`config.mk`:
```
export PLATFORM = sky130hd
export DESIGN_NAME = fetch_unit
export DESIGN_NICKNAME = d
export VERILOG_FILES = /design/src/rtl/fetch_unit.sv
export SDC_FILE = /design/constraint.sdc
export NUM_CORES = 1
export LEC_CHECK = 0
export ABC_AREA = 1
export BUFFER_PORTS_ARGS = -buffer_cell sky130_fd_sc_hd__buf_4
export CAP_MARGIN = 20
export CORE_ASPECT_RATIO = 0.9
export CORE_UTILIZATION = 60
export CTS_CLUSTER_SIZE = 12
export DETAILED_ROUTE_END_ITERATION = 8
export GPL_TIMING_DRIVEN = 0
export PLACE_DENSITY_LB_ADDON = 0.3
export SYNTH_ARGS = -nofsm -noshare
export SYNTH_HDL_FRONTEND = slang
export SYNTH_SLANG_ARGS = --single-unit
```
`constraint.sdc`:
```
create_clock -name clk -period 3.7 [get_ports clk]
set_clock_uncertainty 0.1 [all_clocks]
set_input_delay 0.37 -clock clk [delete_from_list [all_inputs] [get_ports clk]]
set_output_delay 0.37 -clock clk [all_outputs]
set_load 0.05 [all_outputs]
```
`src/rtl/fetch_unit.sv`:
```
// fetch_unit: owns the PC, issues in-order imem requests and buffers responses for decode.
// Define FETCH_MISALIGN_CHK_EN to add misalign_err for redirects to non-word-aligned targets.
module fetch_unit #(
    parameter int              XLEN       = 32,
    parameter logic [XLEN-1:0] RESET_PC   = '0,
    parameter int              FIFO_DEPTH = 2
) (
    input  logic            clk,
    input  logic            rst_n,
    output logic            imem_req_valid,
    input  logic            imem_req_ready,
    output logic [XLEN-1:0] imem_req_addr,
    input  logic            imem_resp_valid,
    input  logic [31:0]     imem_resp_data,
    input  logic            redirect_valid,
    input  logic [XLEN-1:0] redirect_pc,
    output logic            id_valid,
    input  logic            id_ready,
    output logic [31:0]     id_instr,
`ifdef FETCH_MISALIGN_CHK_EN
    output logic [XLEN-1:0] id_pc,
    output logic            misalign_err
`else
    output logic [XLEN-1:0] id_pc
`endif
);
    localparam int AW = $clog2(FIFO_DEPTH);
    localparam int CW = AW + 1;
    typedef enum logic [1:0] {BOOT, RUN, DRAIN} state_t;
    state_t          state_q;
    logic [XLEN-1:0] pc_q;
    logic [CW-1:0]   inflight_q, drop_q, cnt_q, drop_d;
    logic [AW-1:0]   wr_q, rd_q, tw_q, tr_q;
    logic [XLEN-1:0] tag_q [FIFO_DEPTH];
    logic [XLEN-1:0] pcs_q [FIFO_DEPTH];
    logic [31:0]     ins_q [FIFO_DEPTH];
    logic            acc, push, pop;

    assign imem_req_valid = state_q == RUN && !redirect_valid && (inflight_q + cnt_q) < CW'(FIFO_DEPTH);
    assign imem_req_addr  = pc_q;
    assign acc            = imem_req_valid && imem_req_ready;
    assign push           = imem_resp_valid && state_q == RUN && !redirect_valid;
    assign id_valid       = cnt_q != '0 && !redirect_valid;
    assign pop            = id_valid && id_ready;
    assign id_instr       = ins_q[rd_q];
    assign id_pc          = pcs_q[rd_q];
    // Responses still owed after a redirect; one landing this cycle is discarded and already settled.
    assign drop_d         = inflight_q + CW'(acc) - CW'(imem_resp_valid);

    always_ff @(posedge clk or negedge rst_n) begin
        if (!rst_n) begin
            state_q    <= BOOT;
            pc_q       <= RESET_PC;
            inflight_q <= '0;
            drop_q     <= '0;
            cnt_q      <= '0;
            {wr_q, rd_q, tw_q, tr_q} <= '0;
            tag_q      <= '{default: '0};
            pcs_q      <= '{default: '0};
            ins_q      <= '{default: '0};
        end else if (state_q == BOOT) begin
            state_q <= RUN;
        end else if (redirect_valid) begin
            pc_q       <= {redirect_pc[XLEN-1:2], 2'b00};
            {wr_q, rd_q, tw_q, tr_q} <= '0;
            cnt_q      <= '0;
            drop_q     <= drop_d;
            inflight_q <= drop_d;
            if (state_q == RUN)
                state_q <= (inflight_q + CW'(acc)) != '0 ? DRAIN : RUN;
        end else if (state_q == DRAIN) begin
            if (imem_resp_valid)
                {drop_q, inflight_q} <= {drop_q - CW'(1), inflight_q - CW'(1)};
            else if (drop_q == '0)
                state_q <= RUN;
        end else begin
            if (acc) begin
                pc_q        <= pc_q + XLEN'(4);
                tag_q[tw_q] <= pc_q;
                tw_q        <= tw_q + AW'(1);
            end
            if (push) begin
                ins_q[wr_q] <= imem_resp_data;
                pcs_q[wr_q] <= tag_q[tr_q];
                wr_q        <= wr_q + AW'(1);
                tr_q        <= tr_q + AW'(1);
            end
            if (pop)
                rd_q <= rd_q + AW'(1);
            inflight_q <= inflight_q + CW'(acc) - CW'(push);
            cnt_q      <= cnt_q + CW'(push) - CW'(pop);
        end
    end

`ifdef FETCH_MISALIGN_CHK_EN
    logic mis_q;
    always_ff @(posedge clk or negedge rst_n) begin
        if (!rst_n)
            mis_q <= 1'b0;
        else
            mis_q <= redirect_valid && redirect_pc[1:0] != 2'b00;
    end
    assign misalign_err = mis_q;
`else
    logic unused_lo;
    assign unused_lo = ^redirect_pc[1:0];
`endif
endmodule

```
Word level (Yosys, flattened, before mapping)
Cells that the tools add are included.
{"block": "totals", "ff_bits": 236, "elab_cells": 124, "input_bits": 70, "out_inout_bits": 98}
{"block": "op_classes", "n_reduce_logical": 30, "n_addsub": 13, "order_cmp": 7, "mux": 46, "n_eq_ne": 6, "n_bitwise": 7}
{"op": "32-bit 2-to-1 mux", "count": 14}
{"op": "64-bit bitwise mux", "count": 3}
{"op": "32-bit demux with 1-bit select", "count": 2}
{"op": "32-bit by 3-bit adder with 32-bit output, second input constant", "count": 1}
{"op": "2-bit 2-to-1 mux", "count": 15}
{"op": "2-bit nonzero test", "count": 7}
{"op": "1-bit 2-to-1 mux", "count": 12}
{"op": "3-bit AND reduction", "count": 4}
{"op": "4-bit AND reduction", "count": 3}
{"op": "1-bit logical AND", "count": 9}
{"op": "2-bit >= comparator, second input constant", "count": 4}
{"op": "1-bit NOT with 2-bit output", "count": 4}
{"op": "3-bit by 1-bit != test with 1-bit output, second input constant", "count": 2}
{"op": "3-bit nonzero test", "count": 2}
{"op": "2-bit by 1-bit subtractor with 2-bit output", "count": 3}
{"op": "1-bit adder, second input constant", "count": 4}
{"op": "2-bit by 1-bit adder with 2-bit output", "count": 2}
{"op": "2-bit logical NOT", "count": 2}
{"op": "2-bit by 1-bit less-than comparator with 1-bit output, second input constant", "count": 2}
{"op": "2-bit AND reduction", "count": 2}
{"op": "2-bit by 1-bit subtractor with 2-bit output, second input constant", "count": 2}
{"op": "3-bit != test, second input constant", "count": 1}
{"op": "1-bit NOT", "count": 3}
{"op": "2-bit adder", "count": 1}
{"op": "other kinds (5)", "count": 5}

Longest topological paths before layout
Gate-level depths: netlist of the first run.
{"block": "depth", "ltp_word": 10, "depth_mapped": 19, "mapped_depth_nobuf": 17}

Worst setup path before layout of the first run
No wires, ideal clock.
{"block": "synth_timing", "kind": "reg2reg", "start": "reg inflight_q[1]", "end": "reg inflight_q[0]", "n_path_buf": 2, "slack_ns": 1.241, "arrival_ns": 2.276, "t_required_ns": 3.517, "stages_incl_launch_ff": 16, "synth_period_minus_slack_ns": 2.459, "setup_time_ns": 0.083, "path_cell_list": "dfrtp_1 > inv_1 > nand2_1 > nand2_1 > nand2_1 > nand4_4 > buf_6 > buf_2 > inv_1 > ha_1 > inv_1 > ha_1 > or2_2 > o211ai_1 > o211ai_1 > o21ai_0"}
{"block": "synth_between", "elab_chain_len": 8, "word_cells_on_any_way": 9, "classes_between": "add/sub: 4; order compare: 1; mux: 2; reduce/logical: 2"}
{"item": "start, declared", "line_no": "32", "source": "logic [CW-1:0] inflight_q, drop_q, cnt_q, drop_d;"}
{"item": "start signal, assigned", "line_no": "68", "source": "inflight_q <= drop_d;"}
{"item": "start signal, assigned", "line_no": "73", "source": "{drop_q, inflight_q} <= {drop_q - CW'(1), inflight_q - CW'(1)};"}
{"item": "start signal, assigned", "line_no": "90", "source": "inflight_q <= inflight_q + CW'(acc) - CW'(push);"}
{"item": "2-bit adder (*)", "line_no": "39", "source": "assign imem_req_valid = state_q == RUN && !redirect_valid && (inflight_q + cnt_q) < CW'(FIFO_DEPTH);"}
{"item": "2-bit less-than comparator (*)", "line_no": "39"}
{"item": "1-bit logical AND (*)", "line_no": "39"}
{"item": "1-bit logical AND (*)", "line_no": "41", "source": "assign acc = imem_req_valid && imem_req_ready;"}
{"item": "2-bit by 1-bit adder with 2-bit output (*)", "line_no": "48, 90"}
{"item": "2-bit by 1-bit subtractor with 2-bit output", "line_no": "90"}
{"item": "2-bit 2-to-1 mux", "line_no": "71", "source": "end else if (state_q == DRAIN) begin"}
{"item": "2-bit 2-to-1 mux (*)", "line_no": "63", "source": "end else if (redirect_valid) begin"}
Every way passes the cells marked *; elsewhere a longest branch is shown, timed or not.
A chain may end at the register's enable or synchronous reset.

Worst setup path in the final report of the first run
Same ends and word-level chain as after synthesis.

==> results of run 1 <==
[sequential cells by signal, indices dropped and copies added, names as in the netlist, 2 cells and up]
name,count
ins_q,64
pcs_q,60
imem_req_addr,30
state_q,2
drop_q,2
inflight_q,2
cnt_q,2
tag_q,60
[final cells by class]
class                   count  area (µm²)  area share (%)
clock buffers              32       690.7           5.078
flip-flops and latches    226        5655           41.58
plain buffers              83       478.0           3.514
repair buffers            165        1291           9.494
inverters                 147       551.8           4.057
multi-input cells         988        4591           33.75
clock inverters             5       36.28          0.2668
well taps                 245       306.5           2.254
[synth_stat cells, types with 2 or more instances]
| cell | number |
|---|---|
| nand2_1 | 515 |
| dfrtp_1 | 226 |
| o21ai_0 | 198 |
| inv_1 | 145 |
| nor2_1 | 67 |
| nand3_1 | 64 |
| o21ai_1 | 36 |
| mux2_2 | 32 |
| clkbuf_1 | 30 |
| buf_2 | 26 |
| a21oi_1 | 20 |
| buf_4 | 13 |
| buf_6 | 10 |
| ha_1 | 7 |
| nand2_2 | 7 |
| or2_2 | 6 |
| o211ai_1 | 5 |
| xnor2_1 | 5 |
| nor2_4 | 4 |
| buf_1 | 3 |
| nand4_1 | 3 |
| o21bai_1 | 3 |
| inv_2 | 2 |
| nor2_2 | 2 |
| o22ai_1 | 2 |
| xor2_1 | 2 |
[through the flow]
step / cell area, µm² / instances / hold slack (ns) / utilization [%]
6_report: 13600 / 1891 / 0.01958 / 73.89
5_1_grt: 13600 / 1891 / 0.02129 / 73.89
4_1_cts: 13600 / 1891 / 0.01414 / 73.89
3_5_place_dp: 12850 / 1852 / 0.2400 / 69.83
3_3_place_gp: 12790 / 1850 / 0.3588 / 69.49
2_1_floorplan: 11280 / 1444 / -0.02559 / -
[metal layers]
metal | vias to the layer above | track usage [%]
li1 | 4931 | -
met1 | 4910 | 44.27
met2 | 481 | 53.89
met3 | 67 | 4.498
met4 | 0 | 9.201
met5 | - | 0
[worst reg2reg max path, delay by kind of cell, from the launching register on]
kind	cells	cell delay, ns
simple gates	4	0.75
buf+inv	5	0.71
fa+ha+maj	2	0.58
flops	1	0.41
compound gates	3	0.30
[power by group through the flow]
stage	clock, mW	combinational (mW)	sequential [mW]
CTS	2.27	6.25	4.37
global placement	0	6.02	4.34
finish	2.26	6.24	4.40
detailed placement	0	6.18	4.39
global route	2.36	6.75	4.50
floorplan	0	3.93	4.67
[worst paths after layout]
kind	end	cells after the start	from
max	inflight_q[0]	14	inflight_q[1]
min	ins_q[62]	3	imem_resp_data[30]
max reg2reg	inflight_q[0]	14	inflight_q[1]
min reg2reg	ins_q[52]	2	ins_q[52]
max in group asynchronous	imem_req_addr[20]	4	rst_n
min in group asynchronous	ins_q[47]	2	rst_n
[kinds of logic after synthesis]
group / after synthesis / share of synthesized area [%]
compound gates: 267 / 12.12
xor+xnor: 7 / 0.5443
fa+ha+maj: 7 / 0.7775
buf+inv: 230 / 9.141
flops: 226 / 50.21
mux: 33 / 3.288
other cells: 1 / 0.03329
simple gates: 670 / 23.89
[what timing repair did]
item / 4_1_cts / 5_1_grt
hold endpoints to repair: 66 / 0
hold buffers: 2 / 0
endpoints found under the setup margin: 0 / 0
buffers inserted: 0 / 0
==> metrics.md, run 1 <==
| Metric | Value |
|---|---|
| Final setup violating endpoints | 0 |
| Met3 WL | between 2000 and 2500 µm |
| Number of global-route vias before repair | ~10k |
| Net Sw Frac | between 40% and 50% |
| Post-CTS sizing | 0 |
| Share of cells above drive strength 1 | approximately 18% |
| Worst path most repeated cell | inv_1 |
| Endpoint type of the worst setup path | flip-flop |
| Die Y-Extent | 132.0 µm |
| Hpwl dp | around 21000 µm |
| Slew HR | 60.70% |
| Distinct cells, synth | 34 |
| Initial Util | between 60% and 70% |
| EDFF count, synth | 0 |
| Num CTS Buffers | 24 |
| Switch Pwr | 6.144 mW |
| Clk pwr share | between 10% and 20% |
| Crit path cell chain | inv_1 -> nand2_1 -> nand3_1 -> nand4_4 -> buf_6 -> buf_2 -> inv_1 -> ha_1 -> inv_1 -> ha_1 -> or2_2 -> o211ai_1 -> o211ai_1 -> o21ai_0 |
| Final Hold Fails | 0 |
| Pwr Total | roughly 13 mW |
| Worst setup margin | between 0.7 and 0.8 ns |
| Static leakage | approximately 7 nW |
| Post-synth top area share | between 50% and 60% |
| Wl on met1 | roughly 13000 µm |
| Fin. max-slew vios | 0 |
| Dpl ws | 0.8049 ns |
| Top FF cell, synth | dfrtp_1 |
| WL/cell | between 15 and 20 µm |
| Unrepaired setup endpoints after global routing | no |
| R2R Setup Slk | 0.77 ns |
| Worst hold path class | in -> reg |
| Gate power share | between 40% and 50% |
| Row cnt | between 40 and 50 |
| Fill cell count | around 1.3k |
| GRT Resource Usage Total | approximately a third |
| Mapped Avg Cell Area | roughly 7.8 µm² |
| Worst Path Arrival | 3.26 ns |
| Via total after detailed routing | 10.39k |
| Total gr overflow | 0 |
| Top sig layer | met4 |
| Antenna Nets Post-Route | 0 |
| CP peak stage delay | roughly 0.4 ns |
| Die width | between 100 and 150 µm |
| Run status | finished, final reports clean |
| Commonest non-fill, non-tap cells in the layout | nand2_1, dfrtp_1, o21ai_0 |
| Die footprint | slightly below 20000 µm² |
| Top cells by area, synth | dfrtp_1, nand2_1, o21ai_0 |
| Seq cells post-synth | about 230 |
| Critical Path Start Type | flip-flop |
| CP required | a little over 4 ns |
| DR iter-0 viols | ~900 |
| Commonest non-fill, non-tap cell in the layout | nand2_1 |
| CTS HTree Levels | 1 |
| DR pass1 iterations | 6 |
| Post-synthesis sequential area ratio | 50.21% |
| Ant diodes | 0 |
| Clk_lat worst skew | about 0.52 ns |
| Clock Path Buffers | 3 |
| CP max stage cell | dfrtp_1 |
| Mapped Area | ~11000 µm² |
| Largest net degree at the start of global routing | 87 |
| Int Pwr | roughly 6.8 mW |
| Async set-reset flop share out of synthesis | 100.0% |
| Io pins | ~170 |
| Area leader, netlist | dfrtp_1 |
| Core ar. | ~18000 µm² |
| # clock sinks | roughly 230 |
| Slew @ Worst Pin | between 0.5 and 0.6 ns |
| Clock period minus final worst setup slack | ~2.9 ns |
| Antenna violations before repair | 0 |
| Crit-path max FO | 10 |
| Fmax | 341.5 MHz |
| Setup_tns | 0 ns |
| CTS tree | yes |
| Wirelength, routed | slightly above 30000 µm |
| Clk pin slew, worst setup/hold paths | 0.06 ns |
| Yosys synthesis warning count | 0 |
| Crit share post-route | 79.15% |
| Final #Nets | around 1.7k |
| RePlAce Congestion | about 0.94 |
| Mapped Cells | 1441 |
| Area Overhead vs Synth | 20.74% |
| Bufs and invs on worst path | 5 |
| Vias/cell | around 5.5 |
| Port Buf Inserts | 161 |
| MaxCap Viol Count | 0 |
| Critical path type | reg -> reg |
| Critical path's top delay family | simple AND/OR/NAND/NOR gates |
| Seq pwr share | between 30% and 40% |
| Cell Pwr Density | 948.2 nW/µm² |
| Global-route wire length before repair | roughly 50000 µm |
| Worst VDD drop | roughly 0.65 mV |
| Met2 WL | between 10000 and 15000 µm |
| Root buffer cell | clkbuf_16 |
| DRC viols | 0 |
No activity file was read; power rests on OpenSTA's default activity.
==> run 2, diff against run 1 <==
- CORE_UTILIZATION: 60 -> 58
- clock period: 3.7 -> 2.95 ns (I/O delays scaled with it)
==> run 2 against run 1 <==
Compared with the run above:
- sequential power rose by 26%
- final area rose by 3.1%
- global-route usage fell by 0.34 points
- hold slack got worse by 0.012 ns
- critical path type is now reg -> out
- critical endpoint is now id_instr[27]
- largest cell class unchanged
==> metrics.md, run 2 (synthesis results as in run 1) <==
| Metric | Value |
|---|---|
| Run status | finished, final reports clean |
| Cell Pwr Density | 1170 nW/µm² (+23%) |
| Crit path cell chain | buf_1 -> buf_2 -> mux2_2 -> buf_4 |
| WL/cell | 16.30 µm (+0.68%) |
| WHS | 0.007383 ns (-0.01220 ns) |
| Row cnt | 47 (unchanged) |
| Static leakage | 7.124 nW (+2.4%) |
| Die Y-Extent | 134.2 µm (+1.7%) |
| CP peak stage delay | 0.43 ns (+0.02 ns) |
| # clock sinks | 226 (unchanged) |
| Critical path type | reg -> out |
| Num CTS Buffers | 24 (unchanged) |
| MaxCap Viol Count | 0 (unchanged) |
| DR iter-0 viols | 959 (+6.7%) |
| Io pins | 168 (unchanged) |
| Clock period minus final worst setup slack | about 2.7 ns |
| Top sig layer | met4 |
| Setup_tns | 0 ns (unchanged) |
| Clk pin slew, worst setup/hold paths | 0.06 ns (about the same) |
| Antenna Nets Post-Route | 0 (unchanged) |
| Post-CTS sizing | 0 (unchanged) |
| Wl on met1 | 13080 µm (+2.4%) |
| Antenna violations before repair | 1 (+1) |
| Dpl ws | 0.07484 ns (-0.7301 ns) |
| Root buffer cell | clkbuf_16 |
| Area Overhead vs Synth | 24.47% |
| Inst Count DP | 1851 (-0.054%) |
| Total gr overflow | 0 (unchanged) |
| DP Area | 12830 µm² (-0.21%) |
| CTS tree | yes |
| Critical Path Start Type | flip-flop |
| Critical path depth | 4 (-10) |
| CTS HTree Levels | 1 (unchanged) |
| Met3 WL | 2581 µm (+6.6%) |
| Final setup violating endpoints | 0 (unchanged) |
| DR pass1 iterations | 5 (-1) |
| Largest register FFs | 64 (unchanged) |
| Fmax | between 300 and 400 MHz |
| Fin. max-slew vios | 0 (unchanged) |
| Initial Util | 60.24% (-0.96 points) |
| Worst Path Arrival | 2.30 ns (-0.96 ns) |
| CP required | 2.56 ns (-1.47 ns) |
| Endpoint type of the worst setup path | output port |
| Via total after detailed routing | 10.59k (+1.9%) |
| Commonest non-fill, non-tap cells in the layout | nand2_1, dfrtp_1, o21ai_0 |
| RePlAce Congestion | 0.9165 (-2.2%) |
| Clk_lat worst skew | 0.52 ns (about the same) |
| Final Hold Fails | 0 (unchanged) |
| Largest reg by FF count | ins_q |
| Slew @ Worst Pin | 0.9438 ns (+0.3543 ns) |
| Crit share post-route | a little over 90% |
| Crit-path max FO | 10 (unchanged) |
| Met2 WL | 14890 µm (+1.1%) |
| Clock Path Buffers | 3 (unchanged) |
| Worst Hold Depth | 4 (+1) |
| Final #Nets | 1752 (+2.3%) |
| Die width | 148.9 µm (+1.7%) |
| Global-route wire length before repair | 50720 µm (+1.2%) |
| Wirelength, routed | 31500 µm (+2.9%) |
| Hpwl dp | 21140 µm (-0.59%) |
| Post-route design area | 14020 µm² (+3.1%) |
| R2r worst-path depth | 13 (-1) |
| Post-CTS Setup Bufs | 0 (unchanged) |
| Worst VDD drop | 0.7854 mV (+20%) |
| GRT Resource Usage Total | 31.92% (-0.34 points) |
| Post-layout instance count excluding filler cells | 1932 (+2.2%) |
| Die footprint | 19980 µm² (+3.4%) |
| Worst hold path class | in -> reg |
| Bufs and invs on worst path | 3 (-2) |
| Slew HR | 37.08% (-24 points) |
| Unrepaired setup endpoints after global routing | no |
| Worst setup margin | 0.2528 ns (-0.5187 ns) |
| Largest net degree at the start of global routing | 120 (+38%) |
| Port Buf Inserts | 161 (unchanged) |
| CP max stage cell | dfrtp_1 |
| Commonest non-fill, non-tap cell in the layout | nand2_1 |
| Vias/cell | 5.480 (-0.26%) |
| Leading registers by flop count | ins_q x64, pcs_q x60, tag_q x60 |
| Number of global-route vias before repair | 10.26k (+0.73%) |
| DRC viols | 0 (unchanged) |
| Core ar. | 18700 µm² (+1.6%) |
| Share of cells above drive strength 1 | 17.67% (-0.67 points) |
| Critical path's top delay family | buffers and inverters |
-- run 2: cell types whose count changed in the layout (fill, tap and decap cells not counted) --
| cell | delta |
|---|---|
| buf_16 | -1 |
| buf_2 | -1 |
| bufinv_16 | +2 |
| clkbuf_1 | +2 |
| clkbuf_8 | -2 |
| clkinv_2 | -2 |
| diode_2 | +1 |
| dlygate4sd3_1 | +42 |
-- run 2: per-stage QoR --
stage / util (%) / power (mW)
after CTS: 74.99 / 16.32
after detailed placement: 68.59 / 13.27
after global routing: 74.98 / 17.26
final: 74.98 / 16.41
after global placement: 68.40 / 13.02
after floorplan: - / 10.78
-- run 2: layer usage --
metal  GRT usage (%)  vias to the layer above
met3           4.592                       78
met2           52.53                      507
li1                -                     5004
met4           10.71                        0
met5               0                        -
met1           43.52                     4998
-- run 2: tightest hold or removal path: cells and delay by family --
kind,cells,cell delay [ns]
buffers and inverters,1,0.07
AND/OR/NAND/NOR,3,0.22
-- run 2: area by class of cell --
type / count / area, µm²
inverters: 147 / 551.8
multi-input cells: 988 / 4591
fillers: 1348 / 4679
clock inverters: 5 / 86.33
clock buffers: 32 / 670.6
well taps: 245 / 306.5
repair buffers: 206 / 1684
plain buffers: 82 / 473.0
diodes: 1 / 2.502
flip-flops and latches: 226 / 5655
-- run 2: repair_timing --
| item | in CTS | in global routing |
|---|---|---|
| setup endpoints to repair | 0 | 2 |
| hold endpoints to repair | 192 | 0 |
| hold buffers | 44 | 0 |
-- run 2: where the power goes --
part	leakage [nW]	total [mW]	internal (mW)	switching [mW]
Sequential	2.89	5.53	4.44	1.09
Clock	0.372	2.95	1.75	1.19
Combinational	3.86	7.93	2.44	5.49
Total	7.12	16.4	8.63	7.78
-- run 2: path summary, 6_finish.rpt --
path / startpoint / to / slack, ns
max in group asynchronous: rst_n / imem_req_addr[12] / 1.45
setup reg to reg: inflight_q[1] / inflight_q[0] / 0.26
hold / removal: redirect_pc[18] / imem_req_addr[18] / 0.007
min in group asynchronous: rst_n / ins_q[10] / 0.26
setup / recovery: rd_q / id_instr[27] / 0.25
hold reg to reg: pcs_q[27] / pcs_q[27] / 0.38
